**src/rtl/knn_pkg.sv**
```systemverilog
// ============================================================================
// knn_pkg
// Shared types and constants for the k-nearest-neighbour voter.
// Revision: 1.0
// ============================================================================
`default_nettype none

package knn_pkg;

    localparam int DEFAULT_W = 16;

    // Wide all-ones value; users slice the low W bits.
    localparam logic [63:0] DIST_MAX = '1;

    typedef enum logic [1:0] {
        ST_IDLE    = 2'd0,
        ST_COLLECT = 2'd1,
        ST_VOTE    = 2'd2,
        ST_DONE    = 2'd3
    } state_t;

endpackage

`default_nettype wire

```
**src/rtl/knn_slot.sv**
```systemverilog
// ============================================================================
// knn_slot
// One neighbour entry {valid, distance, label} with a greater-than compare.
// Revision: 1.0
// ============================================================================
`default_nettype none

module knn_slot
    import knn_pkg::*;
#(
    parameter int W = DEFAULT_W
) (
    input  logic         clk,
    input  logic         rst,
    input  logic         clear_i,
    input  logic         load_i,
    input  logic         valid_d_i,
    input  logic [W-1:0] dist_d_i,
    input  logic [W-1:0] label_d_i,
    input  logic [W-1:0] cmp_dist_i,
    output logic         valid_o,
    output logic [W-1:0] dist_o,
    output logic [W-1:0] label_o,
    output logic         gt_o
);

    logic         valid_q;
    logic [W-1:0] dist_q;
    logic [W-1:0] label_q;

    always_ff @(posedge clk) begin
        if (rst || clear_i) begin
            valid_q <= 1'b0;
            dist_q  <= DIST_MAX[W-1:0];
            label_q <= '0;
        end else if (load_i) begin
            valid_q <= valid_d_i;
            dist_q  <= dist_d_i;
            label_q <= label_d_i;
        end
    end

    assign valid_o = valid_q;
    assign dist_o  = dist_q;
    assign label_o = label_q;
    assign gt_o    = dist_q > cmp_dist_i;

endmodule

`default_nettype wire

```
**src/rtl/k_nearest_voter.sv**
```systemverilog
// ============================================================================
// k_nearest_voter
// Keeps the K nearest of T training samples and votes the majority class.
// Revision: 1.0
// ============================================================================
`default_nettype none

module k_nearest_voter
    import knn_pkg::*;
#(
    parameter int W = DEFAULT_W,
    parameter int K = 3,
    parameter int T = 8,
    parameter int C = 4
) (
    input  logic         clk,
    input  logic         rst,
    input  logic         start_i,
    input  logic         dist_valid_i,
    input  logic [W-1:0] distance_i,
    input  logic [W-1:0] data_type_i,
    output logic         busy_o,
    output logic         result_valid_o,
    output logic [W-1:0] result_class_o,
    output logic         sample_drop_o
);

    localparam int SCW = $clog2(T + 1);
    localparam int CIW = (C > 1) ? $clog2(C) : 1;
    localparam int VCW = $clog2(K + 1);

    state_t           state_q, state_d;
    logic [SCW-1:0]   sample_cnt_q, sample_cnt_d;
    logic [CIW-1:0]   class_idx_q, class_idx_d;
    logic [VCW-1:0]   best_cnt_q, best_cnt_d;
    logic [CIW-1:0]   best_cls_q, best_cls_d;
    logic [W-1:0]     result_q;
    logic [VCW-1:0]   class_cnt;
    logic             accept;

    logic [K-1:0]     slot_valid;
    logic [K-1:0]     slot_gt;
    logic [K-1:0]     slot_ins;
    logic [W-1:0]     slot_dist  [K];
    logic [W-1:0]     slot_label [K];
    logic [K-1:0]     nxt_valid;
    logic [W-1:0]     nxt_dist   [K];
    logic [W-1:0]     nxt_label  [K];

    assign accept = (state_q == ST_COLLECT) && dist_valid_i && !start_i;

    // slot_ins is monotonic over a sorted list: every slot from the insertion
    // point down takes its upper neighbour, the insertion slot takes the sample.
    for (genvar i = 0; i < K; i++) begin : g_slot
        assign slot_ins[i] = !slot_valid[i] || slot_gt[i];

        if (i == 0) begin : g_head
            assign nxt_valid[i] = 1'b1;
            assign nxt_dist[i]  = distance_i;
            assign nxt_label[i] = data_type_i;
        end else begin : g_tail
            assign nxt_valid[i] = slot_ins[i-1] ? slot_valid[i-1] : 1'b1;
            assign nxt_dist[i]  = slot_ins[i-1] ? slot_dist[i-1]  : distance_i;
            assign nxt_label[i] = slot_ins[i-1] ? slot_label[i-1] : data_type_i;
        end

        knn_slot #(
            .W (W)
        ) u_slot (
            .clk        (clk),
            .rst        (rst),
            .clear_i    (start_i),
            .load_i     (accept && slot_ins[i]),
            .valid_d_i  (nxt_valid[i]),
            .dist_d_i   (nxt_dist[i]),
            .label_d_i  (nxt_label[i]),
            .cmp_dist_i (distance_i),
            .valid_o    (slot_valid[i]),
            .dist_o     (slot_dist[i]),
            .label_o    (slot_label[i]),
            .gt_o       (slot_gt[i])
        );
    end

    always_comb begin
        class_cnt = '0;
        for (int i = 0; i < K; i++) begin
            if (slot_valid[i] && (slot_label[i] == W'(class_idx_q))) begin
                class_cnt = class_cnt + VCW'(1);
            end
        end
    end

    always_comb begin
        state_d      = state_q;
        sample_cnt_d = sample_cnt_q;
        class_idx_d  = class_idx_q;
        best_cnt_d   = best_cnt_q;
        best_cls_d   = best_cls_q;
        case (state_q)
            ST_IDLE: ;
            ST_COLLECT: begin
                if (accept) begin
                    sample_cnt_d = sample_cnt_q + SCW'(1);
                    if (sample_cnt_q == SCW'(T - 1)) begin
                        state_d     = ST_VOTE;
                        class_idx_d = '0;
                        best_cnt_d  = '0;
                        best_cls_d  = '0;
                    end
                end
            end
            ST_VOTE: begin
                // Strict compare keeps the lower class on a tie.
                if (class_cnt > best_cnt_q) begin
                    best_cnt_d = class_cnt;
                    best_cls_d = class_idx_q;
                end
                class_idx_d = class_idx_q + CIW'(1);
                if (class_idx_q == CIW'(C - 1)) begin
                    state_d = ST_DONE;
                end
            end
            ST_DONE: state_d = ST_IDLE;
            default: state_d = ST_IDLE;
        endcase
        if (start_i) begin
            state_d      = ST_COLLECT;
            sample_cnt_d = '0;
            class_idx_d  = '0;
            best_cnt_d   = '0;
            best_cls_d   = '0;
        end
    end

    always_ff @(posedge clk) begin
        if (rst) begin
            state_q      <= ST_IDLE;
            sample_cnt_q <= '0;
            class_idx_q  <= '0;
            best_cnt_q   <= '0;
            best_cls_q   <= '0;
            result_q     <= '0;
        end else begin
            state_q      <= state_d;
            sample_cnt_q <= sample_cnt_d;
            class_idx_q  <= class_idx_d;
            best_cnt_q   <= best_cnt_d;
            best_cls_q   <= best_cls_d;
            if (result_valid_o) begin
                result_q <= W'(best_cls_q);
            end
        end
    end

    assign busy_o         = !rst && (state_q != ST_IDLE);
    assign result_valid_o = !rst && !start_i && (state_q == ST_DONE);
    assign sample_drop_o  = !rst && dist_valid_i && (start_i || (state_q != ST_COLLECT));
    assign result_class_o = rst            ? '0 :
                            result_valid_o ? W'(best_cls_q) : result_q;

endmodule

`default_nettype wire

```
**config.mk**
```make
export PLATFORM = sky130hd
export DESIGN_NAME = k_nearest_voter
export DESIGN_NICKNAME = d
export VERILOG_FILES = /design/src/rtl/knn_pkg.sv /design/src/rtl/knn_slot.sv /design/src/rtl/k_nearest_voter.sv
export SDC_FILE = /design/constraint.sdc
export NUM_CORES = 1
export LEC_CHECK = 0
export ABC_AREA = 1
export CAP_MARGIN = 30
export CORE_ASPECT_RATIO = 0.75
export CORE_MARGIN = 4
export CORE_UTILIZATION = 25
export DETAILED_ROUTE_END_ITERATION = 6
export GPL_ROUTABILITY_DRIVEN = 0
export PLACE_DENSITY = 0.41
export SYNTH_ARGS = -nofsm -noshare
export SYNTH_HDL_FRONTEND = slang
export SYNTH_SLANG_ARGS = --single-unit
```
**constraint.sdc**
```tcl
create_clock -name clk -period 5.1 [get_ports clk]
set_input_delay 1.53 -clock clk [delete_from_list [all_inputs] [get_ports clk]]
set_output_delay 1.53 -clock clk [all_outputs]
set_load 0.02 [all_outputs]
```
### Yosys cells after proc, flatten, opt, wreduce, memory -nomap -nowiden

Index checks and enable logic that the tools add are counted.

* add/sub/neg operators: 4
* magnitude comparators: 4
* eq/ne operators: 16
* muxes and demuxes: 23
* reductions and logical operators: 33

Operators by type and width (count)
* 2-to-1 mux 16 bit: 6
* == test 16 x 2 -> 1 bit: 3
* greater-than comparator 16 bit: 3
* 2-to-1 mux 2 bit: 9
* logical AND 1 bit: 13
* case mux 2 bit (2 select lines): 3
* AND reduction 4 bit: 3
* adder 2 x 1 -> 2 bit, second input constant: 3
* == test 2 bit, second input constant: 3
* inequality test 2 bit, second input constant: 3
* inequality test 3 bit, second input constant: 2
* case mux 2 bit (3 select lines): 1
* logical NOT 1 bit: 5
* logical OR 1 bit: 5
* adder 4 x 1 -> 4 bit, second input constant: 1
* == test 4 x 3 -> 1 bit, second input constant: 1
* 2-to-1 mux 1 bit: 4
* inequality test 2 x 1 -> 1 bit, second input constant: 2
* nonzero test 2 bit: 2
* nonzero test 4 bit: 1
* inequality test 3 x 2 -> 1 bit, second input constant: 1
* AND reduction 3 bit: 1
* nonzero test 3 bit: 1
* == test 2 x 1 -> 1 bit, second input constant: 1
* other kinds (3): 3

* register bits: 127
* input bits: 36
* output and inout port bits: 19
* logic and storage cells: 96

### Logic depth before layout (Yosys ltp)

Gate-level depths: netlist of the first run.

* word-level depth: 10
* depth in mapped cells: 19
* gate-level depth less buffers: 18

### By module

From an unflattened synthesis of the first run, not the netlist that was laid out.

* cells, all modules: 1033
* area total of the unflattened synthesis: 7086.8 um2

Modules (own cells, without submodules)
* knn_slot: instances 3, cells each 215, area each 1624.1 um2, seq. area each 660.6 um2
* k_nearest_voter: instances 1, cells each 388, area each 2214.6 um2, seq. area each 560.5 um2

### Least setup slack after synthesis of the first run

No wires, ideal clock.

* kind: input to output
* start point: in rst
* end point: out, netlist name result_class_o[10]
* arrival: 2.858 ns
* required time: 3.570 ns
* path slack: 0.712 ns
* cell stages on the path: 7
* path buffers: 1
* cell sequence: nor2_1 -> clkinv_1 -> nor3_2 -> inv_1 -> nand2_1 -> buf_4 -> nor2_1

RTL lines
* start, declared: RTL line k_nearest_voter.sv:17 `input logic rst,`

==> results.json, run 1 <==
{
  "wl_um": 19600,
  "fin_crit_ps": 4950,
  "critPathKind": "primary input to output pin",
  "preCtsSetupSlack_ps": 112,
  "start_util": 0.254,
  "finalSetupViolCount": 0,
  "ys.flop_type": "dfxtp_1",
  "grt_max_degree": 85,
  "synth.net_count": 1120,
  "synth_top_area_share": 0.369,
  "insertion_delay_ps": 420,
  "crit_fanout": 14,
  "crit_required_ps": 3570,
  "cts_sinks": 127,
  "area_delta_synth_final_pct": 22.1,
  "syn_area_per_cell_um2": 6.68,
  "start_kind": "primary input",
  "num_rows": 52,
  "finalClockSkew_ps": 10.6,
  "die_area_um2": 30300,
  "postSynth.asyncResetShare": 0,
  "clk_pin_slew_ps": 60,
  "grt_pass1_vias": 5806,
  "die_x_um": 200,
  "drc": 0,
  "grt_pass1_wl_um": 31800,
  "synth_top_cell_by_area": "dfxtp_1",
  "fin_area_um2": 8410,
  "cts_root_buf": "clkbuf_16",
  "num_io_pins": 55,
  "drt-vias-per-instance": 4.26,
  "final-hold-violation-count": 0,
  "io_buffers": 54,
  "coreArea_um2": 27100,
  "worst_ep_arrival_time_ps": 3420,
  "maxCapViolCount": 0,
  "track_usage": 0.134,
  "antenna_found_initial": 0,
  "placed_area_um2": 7760,
  "min_path_type": "register to register",
  "netlist_area_um2": 6890,
  "antenna_cells": 0,
  "cts_made_buffers": 17,
  "synth.distinct_cells": 30,
  "cts_tree": "yes",
  "drt_iter0_drc": 271,
  "maxSlewViolCount": 0,
  "yosys-top-cells-area": "dfxtp_1 37%, nand2_1 16%, ha_1 9.8%, nor2_1 8.0%, inv_1 6.6%",
  "p_leak_nw": 4.06,
  "drive_gt1_frac": 0.0562,
  "relSlewSlack": 0.342,
  "crit_path_end_kind": "output pin",
  "yosysSeqAreaShare": 0.369,
  "synth.most_common_cell": "nand2_1",
  "firstDrtPassIters": 4,
  "fmax_mhz": 202,
  "vias": 6128,
  "worstMarginPinSlew_ps": 987,
  "outcome": "finished, final reports clean",
  "ff2ff_setup_slack_ps": 1960,
  "place_hpwl_um": 13000,
  "die_y_um": 152,
  "timing.setup.tns_ps": 0,
  "finalNetCount": 1163,
  "period_share": 0.970,
  "wire_per_inst_um": 13.6,
  "setup_ws_ps": 155,
  "grt.overflow.total": 0,
  "p_total_mw": 2.55,
  "htreeDepth": 4,
  "ys_ff_latch": 127,
  "yosysWarnings": 0,
  "synthTopCellsByCount": "298 x nand2_1, 146 x nor2_1, 127 x dfxtp_1",
  "cellPowerDensity_nw_per_um2": 304,
  "hold_slack_ps": 418,
  "peakVddDrop_mv": 0.219,
  "antenna_left": 0,
  "synth-edff-count": 0,
  "clockBufferDepth": 2,
  "postSynthCellCount": 1030
}
-- repair_timing --
item	in CTS	in global routing
hold buffers	0	0
setup endpoints to repair	0	14
setup buffers	0	0
resized for setup	0	6
-- worst max-delay path, stage by stage --
cell	delay, ps
clkdlybuf4s50_1	510
nor2_4	150
clkinv_1	120
nor3_4	170
inv_1	90
nand2_1	110
buf_12	140
nor2_1	50
clkdlybuf4s50_1	530
-- worst paths after layout --
check	from	endpoint	depth (start not counted)
setup / recovery	rst	result_class_o[13]	9
hold reg to reg	result_q[6]	result_q[6]	2
hold / removal	result_q[6]	result_q[6]	2
setup reg to reg	g_slot[1].u_slot.label_o[10]	best_cls_q[1]	14
-- through the flow --
step           utilization  instances
5_1_grt              0.311       1437
2_1_floorplan            -       1030
6_report             0.311       1437
3_3_place_gp         0.287       1405
3_5_place_dp         0.287       1405
4_1_cts              0.310       1437
-- power by group --
part / internal (mW) / switching (mW)
Clock: 0.817 / 0.487
Combinational: 0.0880 / 0.147
Sequential: 1.01 / 0.00848
Total: 1.91 / 0.643
-- registers in the layout, summed over array words and instances, names as in the netlist --
register / count
best_cnt_q: 2
class_idx_q: 2
g_slot.u_slot.dist_o: 48
result_q: 16
state_q: 2
g_slot.u_slot.label_o: 48
best_cls_q: 2
g_slot.u_slot.valid_o: 3
sample_cnt_q: 4
-- layout make-up --
cell class	count	area, um2
clock buffer	18	429
clock inverter	14	193
fill	3031	18700
inverter	126	473
multi-input combinational	731	3640
sequential	127	2540
tap	351	439
timing repair buffer	70	686
-- metal layers --
layer	GRT usage	routed length, um	vias up
met5	0	0	-
met4	0.0356	183	0
met3	0.0270	710	12
met2	0.189	7540	88
met1	0.207	11100	2668
li1	-	-	3360
-- cells in the final DEF (no fill, tap or decap), types with 8 or more instances in the layout --
cell | Yosys | layout
o211ai_1 | 16 | 16
nand2_1 | 298 | 298
o21ai_0 | 46 | 46
clkbuf_16 | 0 | 17
ha_1 | 54 | 54
inv_1 | 121 | 121
nor3_1 | 8 | 8
nand3_1 | 57 | 57
buf_4 | 7 | 15
nand4_1 | 13 | 13
dfxtp_1 | 127 | 127
clkdlybuf4s50_1 | 0 | 49
nor2_1 | 146 | 145
a21oi_1 | 67 | 67
-- cell families after synthesis --
group,Yosys count,share of synthesized area
adder cells (fa/ha/maj),54,0.0981
buffers and inverters,172,0.104
AND/OR/NAND/NOR,536,0.317
flip-flops,127,0.369
AO/OA/AOI/OAI,141,0.112
Note: power is estimated with default switching activity, not from simulation.
==> run 2: changes to the inputs <==
TNS_END_PERCENT = 100   (was unset)
==> results of run 2 <==
Same layout as run 1: the final DEF is identical, and so are final timing and power.
==> run 3: changes to the inputs <==
CAP_MARGIN = unset   (was 30)
==> results of run 3 <==
Same layout as run 1: the final DEF is identical, and so are final timing and power.
